### src/rtl/rv_ctrl_pkg.sv
// Shared encodings for the RV32I-subset multi-cycle control FSM.
// Opcodes, funct3 values, state encoding and output-field encodings.
package rv_ctrl_pkg;

  localparam logic [6:0] OP_JAL    = 7'b1101111;
  localparam logic [6:0] OP_BRANCH = 7'b1100011;
  localparam logic [6:0] OP_LOAD   = 7'b0000011;
  localparam logic [6:0] OP_STORE  = 7'b0100011;
  localparam logic [6:0] OP_IMM    = 7'b0010011;

  localparam logic [2:0] F3_BEQ = 3'b000;
  localparam logic [2:0] F3_BLT = 3'b100;

  typedef enum logic [2:0] {
    StIdle,
    StFetch,
    StDecode,
    StExec,
    StMem,
    StWb,
    StTrap
  } state_e;

  localparam logic [1:0] ALU_ADD = 2'b00;
  localparam logic [1:0] ALU_SUB = 2'b01;

  localparam logic [1:0] WB_ALU = 2'b00;
  localparam logic [1:0] WB_MEM = 2'b01;
  localparam logic [1:0] WB_PC4 = 2'b10;

  localparam logic [1:0] CAUSE_NONE    = 2'd0;
  localparam logic [1:0] CAUSE_ILLEGAL = 2'd1;
  localparam logic [1:0] CAUSE_IMEM    = 2'd2;
  localparam logic [1:0] CAUSE_DMEM    = 2'd3;

  // Only branches are qualified by funct3; the other supported ops decode on opcode alone.
  function automatic logic is_legal(logic [6:0] op, logic [2:0] f3);
    unique case (op)
      OP_JAL, OP_LOAD, OP_STORE, OP_IMM: return 1'b1;
      OP_BRANCH:                         return (f3 == F3_BEQ) || (f3 == F3_BLT);
      default:                           return 1'b0;
    endcase
  endfunction

endpackage

### src/rtl/ctrl_timeout_cnt.sv
// Wait-cycle counter for memory handshakes; expire_o flags the last
// permitted request cycle (TIMEOUT-th cycle since the count was cleared).
module ctrl_timeout_cnt #(
  parameter int unsigned TIMEOUT = 16
) (
  input  logic clk_i,
  input  logic rst_ni,
  input  logic clr_i,
  input  logic en_i,
  output logic expire_o
);

  localparam int unsigned CntW = (TIMEOUT > 1) ? $clog2(TIMEOUT) : 1;

  logic [CntW-1:0] cnt_q, cnt_d;

  always_comb begin
    cnt_d = cnt_q;
    if (clr_i) begin
      cnt_d = '0;
    end else if (en_i) begin
      cnt_d = cnt_q + 1'b1;
    end
  end

  always_ff @(posedge clk_i or negedge rst_ni) begin
    if (!rst_ni) begin
      cnt_q <= '0;
    end else begin
      cnt_q <= cnt_d;
    end
  end

  assign expire_o = (cnt_q == CntW'(TIMEOUT - 1));

endmodule

### src/rtl/multicycle_ctrl.sv
// Multi-cycle control FSM for the jal/beq/blt/lw/sw/addi core: sequences
// fetch, decode, execute, memory and writeback, traps on illegal ops or timeouts.
module multicycle_ctrl
  import rv_ctrl_pkg::*;
#(
  parameter int unsigned TIMEOUT = 16,
  parameter int unsigned CNT_W   = 32
) (
  input  logic             clk,
  input  logic             rst_n,
  input  logic [6:0]       opcode,
  input  logic [2:0]       funct3,
  input  logic             alu_zero,
  input  logic             alu_lt,
  input  logic             imem_ready,
  input  logic             dmem_ready,
  output logic             imem_req,
  output logic             ir_we,
  output logic             dmem_req,
  output logic             dmem_we,
  output logic             reg_we,
  output logic             pc_we,
  output logic             pc_src,
  output logic             alu_src,
  output logic [1:0]       alu_op,
  output logic [1:0]       wb_sel,
  output logic             trap,
  output logic [1:0]       trap_cause,
  output logic [CNT_W-1:0] retired
);

  state_e             state_q, state_d;
  logic [6:0]         op_q, op_d;
  logic [2:0]         f3_q, f3_d;
  logic [1:0]         cause_q, cause_d;
  logic [CNT_W-1:0]   retired_q, retired_d;
  logic               wait_en, wait_clr, expire;

  // Counting only while a request is stalled; any state change restarts it.
  assign wait_en  = ((state_q == StFetch) && !imem_ready) || ((state_q == StMem) && !dmem_ready);
  assign wait_clr = (state_d != state_q);

  ctrl_timeout_cnt #(
    .TIMEOUT (TIMEOUT)
  ) u_timeout (
    .clk_i    (clk),
    .rst_ni   (rst_n),
    .clr_i    (wait_clr),
    .en_i     (wait_en),
    .expire_o (expire)
  );

  always_comb begin
    state_d = state_q;
    op_d    = op_q;
    f3_d    = f3_q;
    cause_d = cause_q;
    unique case (state_q)
      StIdle:  state_d = StFetch;
      StFetch: begin
        if (imem_ready) begin
          state_d = StDecode;
        end else if (expire) begin
          state_d = StTrap;
          cause_d = CAUSE_IMEM;
        end
      end
      StDecode: begin
        op_d = opcode;
        f3_d = funct3;
        if (is_legal(opcode, funct3)) begin
          state_d = StExec;
        end else begin
          state_d = StTrap;
          cause_d = CAUSE_ILLEGAL;
        end
      end
      StExec: begin
        case (op_q)
          OP_IMM:            state_d = StWb;
          OP_LOAD, OP_STORE: state_d = StMem;
          default:           state_d = StFetch;
        endcase
      end
      StMem: begin
        if (dmem_ready) begin
          state_d = (op_q == OP_STORE) ? StFetch : StWb;
        end else if (expire) begin
          state_d = StTrap;
          cause_d = CAUSE_DMEM;
        end
      end
      StWb:    state_d = StFetch;
      StTrap:  state_d = StTrap;
      default: state_d = StIdle;
    endcase
  end

  always_comb begin
    imem_req = 1'b0;
    ir_we    = 1'b0;
    dmem_req = 1'b0;
    dmem_we  = 1'b0;
    reg_we   = 1'b0;
    pc_we    = 1'b0;
    pc_src   = 1'b0;
    alu_src  = 1'b0;
    alu_op   = ALU_ADD;
    wb_sel   = WB_ALU;
    trap     = 1'b0;
    unique case (state_q)
      StFetch: begin
        imem_req = 1'b1;
        ir_we    = imem_ready;
      end
      StExec: begin
        case (op_q)
          OP_IMM, OP_LOAD, OP_STORE: alu_src = 1'b1;
          OP_BRANCH: begin
            alu_op = ALU_SUB;
            pc_we  = 1'b1;
            pc_src = (f3_q == F3_BEQ) ? alu_zero : alu_lt;
          end
          OP_JAL: begin
            reg_we = 1'b1;
            wb_sel = WB_PC4;
            pc_we  = 1'b1;
            pc_src = 1'b1;
          end
          default: ;
        endcase
      end
      StMem: begin
        dmem_req = 1'b1;
        dmem_we  = (op_q == OP_STORE);
        pc_we    = dmem_ready && (op_q == OP_STORE);
      end
      StWb: begin
        reg_we = 1'b1;
        wb_sel = (op_q == OP_LOAD) ? WB_MEM : WB_ALU;
        pc_we  = 1'b1;
      end
      StTrap:  trap = 1'b1;
      default: ;
    endcase
  end

  // Every PC update marks one retired instruction.
  assign retired_d = retired_q + CNT_W'(pc_we);

  always_ff @(posedge clk or negedge rst_n) begin
    if (!rst_n) begin
      state_q   <= StIdle;
      op_q      <= '0;
      f3_q      <= '0;
      cause_q   <= CAUSE_NONE;
      retired_q <= '0;
    end else begin
      state_q   <= state_d;
      op_q      <= op_d;
      f3_q      <= f3_d;
      cause_q   <= cause_d;
      retired_q <= retired_d;
    end
  end

  assign trap_cause = cause_q;
  assign retired    = retired_q;

endmodule

### config.mk
export PLATFORM = sky130hd
export DESIGN_NAME = multicycle_ctrl
export DESIGN_NICKNAME = d
export VERILOG_FILES = /design/src/rtl/rv_ctrl_pkg.sv /design/src/rtl/ctrl_timeout_cnt.sv /design/src/rtl/multicycle_ctrl.sv
export SDC_FILE = /design/constraint.sdc
export NUM_CORES = 1
export LEC_CHECK = 0
export ABC_AREA = 1
export CELL_PAD_IN_SITES_DETAIL_PLACEMENT = 2
export CELL_PAD_IN_SITES_GLOBAL_PLACEMENT = 2
export CORE_MARGIN = 10
export CORE_UTILIZATION = 30
export DETAILED_ROUTE_END_ITERATION = 7
export GPL_TIMING_DRIVEN = 0
export PLACE_DENSITY_LB_ADDON = 0.1
export SYNTH_ARGS = -nofsm -noshare
export SYNTH_HDL_FRONTEND = slang
export SYNTH_SLANG_ARGS = --single-unit
### constraint.sdc
create_clock -name clk -period 3.2 [get_ports clk]
set_input_delay 0.32 -clock clk [delete_from_list [all_inputs] [get_ports clk]]
set_output_delay 0.32 -clock clk [all_outputs]
set_load 0.05 [all_outputs]
==> results of run 1 <==
## per-layer routing
layer / share of wire / wire length (um) / GRT usage / vias to the layer above
li1: - / - / - / 1226
met1: 0.42 / 3550 / 0.145 / 1263
met2: 0.53 / 4490 / 0.233 / 41
met3: 0.048 / 411 / 0.0347 / 6
met4: 0.0098 / 84 / 0.0290 / 0
met5: 0 / 0 / 0 / -
## state kept, by name, summed over array words and instances, names as in the netlist
register	cells
retired	32
op_q	7
u_timeout.cnt_q	4
f3_q	3
state_q	3
trap_cause	2
## power groups by stage
stage	Combinational, mW	Sequential [mW]	Clock (mW)
2_1_floorplan	0.638	0.961	0
3_3_place_gp	1.02	0.865	0
6_report	1.02	0.858	0.415
3_5_place_dp	1.05	0.872	0
4_1_cts	1.05	0.860	0.434
5_1_grt	1.15	0.879	0.459
## cell families (layout without fill, tap and decap cells)
group	count (synthesis)	in the layout	synth area share
AOI/OAI and AO/OA	14	14	0.0280
DFF	51	51	0.439
buffers and inverters	45	116	0.0641
muxes	1	1	0.00387
other	1	1	0.00129
and+or+nand+nor	196	196	0.358
adders and majority gates	3	3	0.0129
xor gates and xnor gates	31	31	0.0934
## final cells by class
| type | instances | share of cell area |
|---|---|---|
| plain buffers | 4 | 0.00719 |
| clock buffers | 6 | 0.0216 |
| clock inverters | 2 | 0.00425 |
| inverters | 41 | 0.0415 |
| multi-input cells | 246 | 0.384 |
| flip-flops and latches | 51 | 0.334 |
| well taps | 129 | 0.0422 |
| repair buffers | 63 | 0.166 |
## critical path: stages (launching register included)
cell	delay, ns
dfrtp_1	0.41
nor2_1	0.15
nand2_1	0.13
nor2_2	0.14
nand3_1	0.16
nor2_4	0.16
a211o_4	0.15
ha_1	0.19
ha_1	0.20
nand2_2	0.08
nor2_4	0.13
nand2_2	0.10
nor2_4	0.17
nand4_4	0.16
nor2_4	0.16
nand2_1	0.08
xor2_1	0.14
## stage by stage
| stage | hold slack (ns) | cells | total power, mW | utilization | worst slack (ns) |
|---|---|---|---|---|---|
| final | 0.468 | 542 | 2.30 | 0.410 | 0.372 |
| after global routing | 0.518 | 542 | 2.49 | 0.410 | 0.0551 |
| after CTS | 0.474 | 542 | 2.34 | 0.410 | 0.248 |
| after detailed placement | 0.286 | 533 | 1.92 | 0.399 | 0.266 |
| after global placement | 0.455 | 532 | 1.88 | 0.397 | -0.0959 |
| after floorplan | 0.0244 | 342 | 1.60 | - | 0.0153 |
## cells in the final DEF, fill, tap and decap left out, drive strengths merged
| cell type | instances |
|---|---|
| a211o | 1 |
| a21oi | 5 |
| a31oi | 1 |
| and2 | 1 |
| buf | 6 |
| clkbuf | 6 |
| clkdlybuf4s50 | 60 |
| clkinv | 1 |
| clkinvlp | 1 |
| conb | 1 |
| dfrtp | 51 |
| dlygate4sd3 | 1 |
| ha | 3 |
| inv | 41 |
| mux2 | 1 |
| nand2 | 98 |
| nand3 | 18 |
| nand4 | 11 |
| nor2 | 40 |
| nor3 | 24 |
| nor4 | 3 |
| o211ai | 1 |
| o21ai | 6 |
| or2 | 1 |
| xnor2 | 7 |
| xor2 | 24 |
## repair_timing
action / CTS / global route
hold endpoints to repair: 16 / 0
setup endpoints to repair: 0 / 2
resized for setup: 0 / 1
hold buffers: 1 / 0
## final timing paths
kind                                             from                     to  slack [ns]
min in group clk                retired[31]$_DFF_PN0_  retired[31]$_DFF_PN0_        0.48
worst max-delay path              op_q[3]$_DFFE_PN0P_  retired[26]$_DFF_PN0_        0.37
worst max register to register    op_q[3]$_DFFE_PN0P_  retired[26]$_DFF_PN0_        0.37
max in group asynchronous                       rst_n   state_q[2]$_DFF_PN0_        2.17
worst min-delay path                            rst_n  retired[14]$_DFF_PN0_        0.47
worst min register to register  retired[31]$_DFF_PN0_  retired[31]$_DFF_PN0_        0.48
==> impl_metrics.tcl, run 1 <==
set metrics [dict create \
    grtUsageTotal 0.128 \
    grt.overflow.total 0 \
    viasPerCell 4.68 \
    diodes 0 \
    ys_async_sr_fraction 1.00 \
    finalClockSkew_ns 0.0120 \
    synth_edf_count 0 \
    final.setup.tns_ns 0 \
    ios 63 \
    worst-path-max-fanout 4 \
    drv_cap 0 \
    crit_required_ns 3.41 \
    ys_seq_elements 51 \
    synth.area.top_cells "dfrtp_1 44%, nand2_1 11%, xor2_1 7.2%" \
    antenna_left 0 \
    die_h_um 118 \
    vias 2536 \
    cts_buffers 5 \
    synth_top_area_cell "dfrtp_1" \
    gp_congestion 0.731 \
    regArea_sq_um 1280 \
    min_path_type "in -> async" \
    drt-pass1-iter-count 4 \
    root_buffer "clkbuf_8" \
    worst_pin_slew_ns 0.522 \
    rows 35 \
    setup_violations 0 \
    drive_above_1_share 0.174 \
    cts_tree "built" \
    hold_viol_final 0 \
    yosys-top-cells-count "88 x nand2_1, 51 x dfrtp_1, 32 x inv_1" \
    synth.cell_area_sq_um 2910 \
    grt_pass1_wl_mm 15.1 \
    min_period_over_period 0.884 \
    syn_inst 342 \
    power_frac_seq 0.373 \
    wire_per_inst_um 15.7 \
    multi_input_area_sq_um 1470 \
    worst-setup-path-type "reg -> reg" \
    swShare 0.448 \
    die_x_um 118 \
    cts_max_level 2 \
    synth.most_common_cell "nand2_1" \
    comb_power_share 0.446 \
    status "completed" \
    min_period_ns 2.83 \
    grt_pass1_vias 2953 \
    p_switching_mw 1.03 \
    grt_max_degree 36 \
    start_util 0.312 \
    relSlewSlack 0.651 \
    core_area_sq_um 9330 \
    synth_warnings 0 \
    die-area_sq_um 14000 \
    cts_setup_buffers 0 \
    area_delta_synth_final_pct 31.7 \
    clock_latency_ns 0.31 \
    drc_errors 0 \
    rsz0062_at_grt "no" \
    startpoint_type "flop" \
    reg2regPathDepth 16 \
    cp-end-kind "flop" \
    n_fill_cell 1061 \
    drt_iter0_markers 55 \
    fmax_ghz 0.354 \
    vdd_drop_max_mv 0.215 \
    syn_avg_cell_area_sq_um 8.50 \
    clockPowerShare 0.181 \
    cts.path.max_buffers 2 \
    hpwl_mm 7.01 \
    clkTransAtPathRegs_ns 0.11 \
    internal-power_mw 1.27 \
    cellPowerDensity_nw_per_um2 600 \
    ys_seq_area_frac 0.439 \
    final_nets 431 \
    portBuffers 61 \
    ys.flop_type "dfrtp_1" \
    design_area_sq_um 3830 \
    grt_antenna_before_repair 0 \
    p_leak_nw 1.77 \
    syn-num-nets 361 \
    synth_top_area_frac 0.439 \
    cp.arrival_ns 3.03 \
    clock_sinks 51 \
    slew_viol_final 0 \
    wirelength_mm 8.54 \
    placed_area_sq_um 3720 \
    synth.distinct_cells 34 \
]
No activity file was read; power rests on OpenSTA's default activity.
==> inputs of run 2 (changes only) <==
--- a/config.mk
+++ b/config.mk
@@ -8,10 +8,9 @@
 export ABC_AREA = 1
 export CELL_PAD_IN_SITES_DETAIL_PLACEMENT = 2
 export CELL_PAD_IN_SITES_GLOBAL_PLACEMENT = 2
-export CORE_MARGIN = 10
+export CORE_MARGIN = 2
 export CORE_UTILIZATION = 30
 export DETAILED_ROUTE_END_ITERATION = 7
-export GPL_TIMING_DRIVEN = 0
 export PLACE_DENSITY_LB_ADDON = 0.1
 export SYNTH_ARGS = -nofsm -noshare
 export SYNTH_HDL_FRONTEND = slang
==> run 2 against run 1 <==
- via count down 1.1%
- non-clock buffer count is 1 lower
- worst hold slack better by 0.011 ns
- combinational power down 4%
- wire length shrank 3.2%
- count of clock-buffer cells in the layout increased by 1
- critical path depth down 1
- core utilization decreased by 0.46 points
- sequential power rose by 4.3%
- die area decreased by 25%
- final area shrank 1.1%
- sequential cell count unchanged
- largest power group unchanged
- highest routed layer unchanged
==> impl_metrics.tcl, run 2 (same netlist as run 1, synthesis figures left out) <==
set metrics [dict create \
    power_frac_seq 0.400 \
    crit_required_ns 3.40 \
    worst_pin_slew_ns 0.519 \
    final_nets 430 \
    grt_most_used_layer "met2" \
    crit_slowest_cell "dfrtp_1" \
    grt_pass1_wl_mm 14.3 \
    gp_congestion 0.744 \
    min_period_ns 2.83 \
    rrSetupSlack_ns 0.37 \
    cp.arrival_ns 3.03 \
    grt_pass1_vias 2860 \
    largest_register_ffs 32 \
    power_mw 2.24 \
    r2r_start "state_q[0]$_DFF_PN0_" \
    design_area_sq_um 3790 \
    grt.overflow.total 0 \
    critPathLaunch "state_q[0]$_DFF_PN0_" \
    crit_top_cell "nor2_4" \
    fin_util 0.406 \
    cpPeakStageDelay_ns 0.64 \
    drive_above_1_share 0.163 \
    final_common_cell "nand2_1" \
    hpwl_mm 6.70 \
    drt-pass1-iter-count 4 \
    crit_end "retired[26]$_DFF_PN0_" \
    drc_errors 0 \
    cts.path.max_buffers 2 \
    clock_latency_ns 0.30 \
    cts_buffers 5 \
    clock_sinks 51 \
    drv_cap 0 \
    die_x_um 102 \
    grt_use_met2 0.321 \
    placed_area_sq_um 3700 \
    slew_viol_final 0 \
    reg2regPathDepth 15 \
    rows 35 \
    wirelength_mm 8.26 \
    cellPowerDensity_nw_per_um2 590 \
    rsz0062_at_grt "no" \
    swShare 0.448 \
    cts_max_level 2 \
    drt_iter0_markers 52 \
    start_util 0.312 \
    mostFrequentLayoutCells "88 x nand2_1, 60 x clkdlybuf4s50_1, 50 x dfrtp_1" \
    grt_max_degree 20 \
    viasPerCell 4.65 \
    diodes 0 \
    startpoint_type "flop" \
    root_buffer "clkbuf_8" \
    n_fill_cell 1061 \
    path_buf_inv 0 \
    antenna_left 0 \
    p_leak_nw 1.75 \
    hold_viol_final 0 \
    gr-usage-met3 0.0246 \
    cpLargestDelayFamily "simple AND/OR/NAND/NOR gates" \
    clkTransAtPathRegs_ns 0.10 \
    finalClockSkew_ns 0.0137 \
    worst-setup-path-type "reg -> reg" \
    grtUsageTotal 0.175 \
    min_path_type "in -> async" \
    final.setup.tns_ns 0 \
    portBuffers 61 \
    ios 63 \
    clockPowerShare 0.163 \
    vdd_drop_max_mv 0.198 \
    vias 2509 \
    relSlewSlack 0.653 \
    cp.depth 15 \
    hold_buffers 1 \
    r2r-end "retired[26]$_DFF_PN0_" \
    p_switching_mw 1.00 \
    min_period_over_period 0.883 \
    worst-path-max-fanout 9 \
    cts_tree "built" \
    fmax_ghz 0.354 \
    internal-power_mw 1.23 \
    cp-end-kind "flop" \
    grt_use_met1 0.216 \
    area_delta_synth_final_pct 30.2 \
    die_h_um 102 \
    post_cts_resized 0 \
    comb_power_share 0.436 \
    status "completed" \
    setup_violations 0 \
    grt_antenna_before_repair 0 \
    cts_setup_buffers 0 \
    die-area_sq_um 10500 \
    crit_chain "nand3_2 > nor2_1 > nand4_1 > nand2_1 > a211o_4 > ha_1 > ha_1 > nand2_2 > nor2_4 > nand2_2 > nor2_4 > nand4_4 > nor2_4 > nand2_1 > xor2_1" \
    wire_per_inst_um 15.3 \
    core_area_sq_um 9330 \
]
==> run 2: area by class of cell <==
class                           count  area [sq um]  share of cell area
Clock buffer                        7          76.3              0.0202
Inverter                           41           159              0.0420
Multi-Input combinational cell    246          1470               0.387
Sequential cell                    51          1280               0.337
Tap cell                          129           161              0.0426
Timing Repair Buffer               66           646               0.171
==> run 2: worst min-delay path by stage <==
stage	startpoint	to	slack [ns]	depth (start not counted)
3_5_place_dp	rst_n	retired[7]$_DFF_PN0_	0.29	1
2_1_floorplan	rst_n	f3_q[0]$_DFFE_PN0P_	0.02	0
5_1_grt	rst_n	f3_q[2]$_DFFE_PN0P_	0.51	2
3_3_place_gp	rst_n	retired[6]$_DFF_PN0_	0.28	1
4_1_cts	rst_n	f3_q[2]$_DFFE_PN0P_	0.48	2
6_report	rst_n	retired[0]$_DFF_PN0_	0.48	2
==> run 2: power by group through the flow <==
stage / logic [mW] / registers (mW) / clock network (mW)
floorplan: 0.638 / 0.961 / 0
global placement: 0.976 / 0.901 / 0
detailed placement: 0.991 / 0.912 / 0
CTS: 0.997 / 0.899 / 0.390
global route: 1.08 / 0.919 / 0.413
finish: 0.975 / 0.895 / 0.365
==> run 2: through the flow <==
| step | hold WS [ns] | worst slack (ns) | cells |
|---|---|---|---|
| 4_1_cts | 0.480 | 0.306 | 540 |
| 3_3_place_gp | 0.277 | 0.463 | 532 |
| 5_1_grt | 0.514 | 0.0570 | 540 |
| 6_report | 0.479 | 0.375 | 540 |
| 2_1_floorplan | 0.0244 | 0.0153 | 342 |
| 3_5_place_dp | 0.286 | 0.317 | 532 |
==> run 2: per-layer routing <==
| metal | wire length [um] | share of wire |
|---|---|---|
| met4 | 79 | 0.0096 |
| met1 | 3580 | 0.43 |
| met3 | 214 | 0.026 |
| met5 | 0 | 0 |
| met2 | 4390 | 0.53 |
